File: src/rtl/uart_tx_buf.sv
`default_nettype none
// ============================================================================
// Module  : uart_tx_buf
// Brief   : Buffered 8N1 UART transmitter with a small byte FIFO, LSB first.
// Revision: 1.0 - initial release
// ============================================================================
module uart_tx_buf #(
    parameter int CLOCK_RATE = 125_000_000,
    parameter int BAUD_RATE  = 115_200,
    parameter int FIFO_DEPTH = 4
) (
    input  logic                          clk_tx,
    input  logic                          rst_clk_tx_n,
    input  logic [7:0]                    tx_data,
    input  logic                          tx_data_rdy,
    output logic                          txd_tx,
    output logic                          tx_busy,
    output logic                          fifo_full,
    output logic [$clog2(FIFO_DEPTH):0]   fifo_count,
    output logic                          tx_ovf
);

    localparam int BAUD_DIV = (CLOCK_RATE + BAUD_RATE / 2) / BAUD_RATE;
    localparam int BW       = (BAUD_DIV > 1) ? $clog2(BAUD_DIV) : 1;
    localparam int PW       = (FIFO_DEPTH > 1) ? $clog2(FIFO_DEPTH) : 1;
    localparam int CW       = $clog2(FIFO_DEPTH) + 1;

    localparam logic [BW-1:0] BAUD_LAST = BW'(BAUD_DIV - 1);
    localparam logic [CW-1:0] DEPTH     = CW'(FIFO_DEPTH);

    typedef enum logic [1:0] {
        IDLE  = 2'd0,
        START = 2'd1,
        DATA  = 2'd2,
        STOP  = 2'd3
    } state_t;

    state_t         state;
    logic [7:0]     mem [FIFO_DEPTH];
    logic [PW-1:0]  wr_ptr;
    logic [PW-1:0]  rd_ptr;
    logic [BW-1:0]  baud_cnt;
    logic [2:0]     bit_cnt;
    logic [7:0]     shift;

    logic           baud_last;
    logic           not_empty;
    logic           pop;
    logic           wr;
    logic           busy_nxt;
    logic [CW-1:0]  count_nxt;

    assign baud_last = (baud_cnt == BAUD_LAST);
    assign not_empty = (fifo_count != '0);

    // The head leaves the FIFO either from idle or on the very last stop clock,
    // which is what makes back-to-back frames contiguous.
    assign pop = not_empty && ((state == IDLE) || ((state == STOP) && baud_last));
    assign wr  = tx_data_rdy && (!fifo_full || pop);

    always_comb begin
        count_nxt = fifo_count;
        case ({wr, pop})
            2'b10:   count_nxt = fifo_count + 1'b1;
            2'b01:   count_nxt = fifo_count - 1'b1;
            default: count_nxt = fifo_count;
        endcase
    end

    assign busy_nxt = pop || (count_nxt != '0) ||
                      ((state != IDLE) && !((state == STOP) && baud_last));

    always_ff @(posedge clk_tx) begin
        if (wr) begin
            mem[wr_ptr] <= tx_data;
        end
    end

    always_ff @(posedge clk_tx or negedge rst_clk_tx_n) begin
        if (!rst_clk_tx_n) begin
            wr_ptr     <= '0;
            rd_ptr     <= '0;
            fifo_count <= '0;
            fifo_full  <= 1'b0;
            tx_ovf     <= 1'b0;
        end else begin
            if (wr) begin
                wr_ptr <= wr_ptr + 1'b1;
            end
            if (pop) begin
                rd_ptr <= rd_ptr + 1'b1;
            end
            fifo_count <= count_nxt;
            fifo_full  <= (count_nxt == DEPTH);
            tx_ovf     <= tx_data_rdy && !wr;
        end
    end

    always_ff @(posedge clk_tx or negedge rst_clk_tx_n) begin
        if (!rst_clk_tx_n) begin
            state    <= IDLE;
            txd_tx   <= 1'b1;
            tx_busy  <= 1'b0;
            baud_cnt <= '0;
            bit_cnt  <= '0;
            shift    <= '0;
        end else begin
            tx_busy <= busy_nxt;
            case (state)
                IDLE: begin
                    txd_tx <= 1'b1;
                    if (pop) begin
                        shift    <= mem[rd_ptr];
                        bit_cnt  <= '0;
                        baud_cnt <= '0;
                        txd_tx   <= 1'b0;
                        state    <= START;
                    end
                end
                START: begin
                    if (baud_last) begin
                        baud_cnt <= '0;
                        txd_tx   <= shift[0];
                        state    <= DATA;
                    end else begin
                        baud_cnt <= baud_cnt + 1'b1;
                    end
                end
                DATA: begin
                    if (baud_last) begin
                        baud_cnt <= '0;
                        shift    <= {1'b0, shift[7:1]};
                        if (bit_cnt == 3'd7) begin
                            txd_tx <= 1'b1;
                            state  <= STOP;
                        end else begin
                            txd_tx  <= shift[1];
                            bit_cnt <= bit_cnt + 1'b1;
                        end
                    end else begin
                        baud_cnt <= baud_cnt + 1'b1;
                    end
                end
                STOP: begin
                    if (baud_last) begin
                        baud_cnt <= '0;
                        if (pop) begin
                            shift   <= mem[rd_ptr];
                            bit_cnt <= '0;
                            txd_tx  <= 1'b0;
                            state   <= START;
                        end else begin
                            txd_tx <= 1'b1;
                            state  <= IDLE;
                        end
                    end else begin
                        baud_cnt <= baud_cnt + 1'b1;
                    end
                end
                default: begin
                    txd_tx <= 1'b1;
                    state  <= IDLE;
                end
            endcase
        end
    end

endmodule
`default_nettype wire

File: config.mk
export PLATFORM = sky130hd
export DESIGN_NAME = uart_tx_buf
export DESIGN_NICKNAME = d
export VERILOG_FILES = /design/src/rtl/uart_tx_buf.sv
export SDC_FILE = /design/constraint.sdc
export NUM_CORES = 1
export LEC_CHECK = 0
export BUFFER_PORTS_ARGS = -buffer_cell sky130_fd_sc_hd__buf_2
export CORE_AREA = 2 2 80 82
export DETAILED_ROUTE_END_ITERATION = 8
export DIE_AREA = 0 0 82 84
export PLACE_DENSITY_LB_ADDON = 0.2
export SKIP_CTS_REPAIR_TIMING = 1
export SLEW_MARGIN = 20
export SYNTH_ARGS = -nofsm -noshare
export SYNTH_HDL_FRONTEND = slang
export SYNTH_SLANG_ARGS = --single-unit
export TNS_END_PERCENT = 5
File: constraint.sdc
create_clock -name clk_tx -period 2.9 [get_ports clk_tx]
set_input_delay 0.58 -clock clk_tx [delete_from_list [all_inputs] [get_ports clk_tx]]
set_output_delay 0.58 -clock clk_tx [all_outputs]
set_load 0.005 [all_outputs]
==> flow_summary.ini <==
[pwr]
combPwrFrac = 0.374
powerDensity_mw_per_mm2 = 1010
total_power_w = 0.00364
power.static_leakage_nw = 1.42
p_sw_w = 0.00132
p_clk_frac = 0.218
pwr-share-seq = 0.408
switching_share = 0.362
intPower_w = 0.00232
ir_drop_uv = 555

[worst_hold_path]
hold_path.class = in2async

[die]
start_util = 0.523
rows = 29
die_area_sq_mm = 0.00689
fp.dieH_um = 84
io_pins = 18
core-area_sq_mm = 0.00610
fp.dieW_um = 82

[layout]
syn2layout_area_growth_pct = 13.3
instances_no_fill = 355
n_fill_cell = 492
n_antenna_cell = 0
layout_commonest_cell = dfrtp_1
final_cell_area_sq_mm = 0.00361
final_nets = 300
most-common-layout-cells = dfrtp_1, edfxtp_1, o21ai_1
final_layout_size_suffix_gt1_frac = 0.237

[critical_path]
cpPeakStageDelay_ps = 430
critPathCapture = fifo_full$_DFF_PN0_
critPathSlowestCell = dfrtp_1
r2r_setup_slack_ps = 160
cp_cell_sequence = nor4b_4 > a31oi_4 > or3_4 > a21boi_4 > inv_2 > ha_4 > fa_2 > xnor2_1 > nor2_1 > xor2_1 > nor3b_2
endpoint_kind = flip-flop
r2r-start = baud_cnt[8]$_DFFE_PN0N_
path_buf_inv = 1
path_class = reg2reg
startpoint = baud_cnt[8]$_DFFE_PN0N_
crit_cells = 11
ff2ff_path_depth = 11
crit_fanout = 4
worstSetupStartpointType = flip-flop
worstPathArrival_ps = 3020
cp_top_family = simple AND/OR/NAND/NOR gates
worstPathRequired_ps = 3180
reg2reg_to = fifo_full$_DFF_PN0_

[synth]
synth_nets = 273
synth_seq_cells = 67
synth-main-ff-cell = dfrtp_1
yosysWarnings = 0
syn_inst = 246
async_flop_share = 0.522
ys_types = 50
seq_area_frac_synth = 0.577
synth-edff-count = 32
syn_area_per_cell_sq_um = 13.0
syn_area_sq_mm = 0.00319

[grt]
grt_use_total = 0.187
grt_pass1_vias = 2021
grt_antenna_before_repair = 0
grt_overflow = 0
grt_first_pass_wirelength_um = 9540
grt_max_degree = 36

[place]
io_buffers = 17
dpl.cell_count = 339
gp_routability_congestion = 0.791
place_area_sq_mm = 0.00341
dp_hpwl_um = 3880

[cts]
cts_buffer_depth = 2
cts_max_level = 3
cts_buffers = 9
path_clk_slew_ps = 80
root_buffer = clkbuf_8
insertion_delay_ps = 350
tritoncts = built
cts.sinks = 67

[drt]
dr.first_iter.drc_count = 116
drc = 0
antenna_left = 0
wire_per_inst_um = 15.8
drt-vias-per-instance = 5.55
drtPass1Iterations = 5
finalWirelength_um = 5600
via_count = 1971

[run_status]
outcome = completed

[timing]
maxSlewViolCount = 0
max_freq_mhz = 365
max_slew_margin = 0.470
fin_hold_ws_ps = 303
fin_crit_sh = 0.944
min_period_ps = 2740
fin_skew_ps = 11.1
setup_viol = 0
rsz0062_at_grt = false
hold_viol = 0
fin_setup_tns_ps = 0
worst_pin_slew_ps = 795

[job]
cap_violations = 0
per-stage QoR:
| stage | setup slack [ps] | util |
|---|---|---|
| after CTS | 99.2 | 0.592 |
| after global placement | 194 | 0.559 |
| after global routing | 9.82 | 0.592 |
| final | 163 | 0.592 |
| after detailed placement | 129 | 0.559 |
| after floorplan | -17.1 | - |
synthesized netlist by cell type, types with 2 or more instances:
cell type	number	area share
o21ai_0	5	0.0078
o31ai_1	2	0.0047
nand4b_1	2	0.0055
xnor2_1	5	0.014
a31oi_1	11	0.022
buf_6	3	0.011
and2_1	6	0.012
nor3_1	9	0.014
ha_1	15	0.059
nand2_1	15	0.018
clkbuf_1	9	0.011
o21ai_1	18	0.028
nand2b_1	2	0.0039
nor2_1	10	0.012
nand3_1	7	0.011
o21a_1	5	0.012
and3_1	3	0.0059
nor2b_1	3	0.0059
nor3b_1	2	0.0047
dfrtp_1	34	0.27
edfxtp_1	32	0.30
xor2_1	2	0.0055
a22o_1	2	0.0055
mux4_2	8	0.057
nand4_1	5	0.0098
inv_1	7	0.0082
sequential cells by signal, summed over array words and instances, names as in the netlist:
name        flops
fifo_full       1
wr_ptr          2
bit_cnt         3
shift           8
mem            32
state           2
rd_ptr          2
txd_tx          1
tx_busy         1
fifo_count      3
baud_cnt       11
tx_ovf          1
how the worst min path moves through the flow:
stage,startpoint,endpoint,slack [ps],depth (start not counted)
after global routing,rst_clk_tx_n,baud_cnt[4]$_DFFE_PN0N_,380,1
after CTS,rst_clk_tx_n,bit_cnt[2]$_DFFE_PN0P_,340,1
final,rst_clk_tx_n,bit_cnt[2]$_DFFE_PN0P_,300,1
after detailed placement,txd_tx$_DFFE_PN1P_,txd_tx$_DFFE_PN1P_,460,2
after global placement,txd_tx$_DFFE_PN1P_,txd_tx$_DFFE_PN1P_,450,2
after floorplan,rst_clk_tx_n,baud_cnt[0]$_DFFE_PN0N_,280,0
kinds of logic after synthesis:
kind of cell / after synthesis / share of synthesized area
compound gates: 54 / 0.120
xor+xnor: 7 / 0.0192
fa+ha+maj: 16 / 0.0651
buf+inv: 22 / 0.0337
flops: 67 / 0.577
mux: 10 / 0.0636
simple gates: 70 / 0.122
final cells by class:
type	instances	area (sq um)	share of cell area
flip-flops and latches	67	1840	0.509
multi-input cells	157	1270	0.351
repair buffers	29	175	0.0485
clock buffers	10	128	0.0353
well taps	77	96.3	0.0267
clock inverters	6	71.3	0.0198
inverters	9	35.0	0.00970
power by group through the flow:
stage	logic, W	clock network [W]	registers, W
6_report	0.00136	0.000792	0.00149
5_1_grt	0.00153	0.000850	0.00153
4_1_cts	0.00137	0.000804	0.00149
3_5_place_dp	0.00136	0	0.00151
3_3_place_gp	0.00135	0	0.00150
2_1_floorplan	0.00109	0	0.00141
per-layer routing:
metal	up-vias	GRT usage	part of all wire
li1	974	-	-
met1	956	0.255	0.47
met2	35	0.279	0.48
met3	6	0.0519	0.043
met4	0	0.0788	0.011
met5	-	0	0
(Power assumes the default switching activity.)
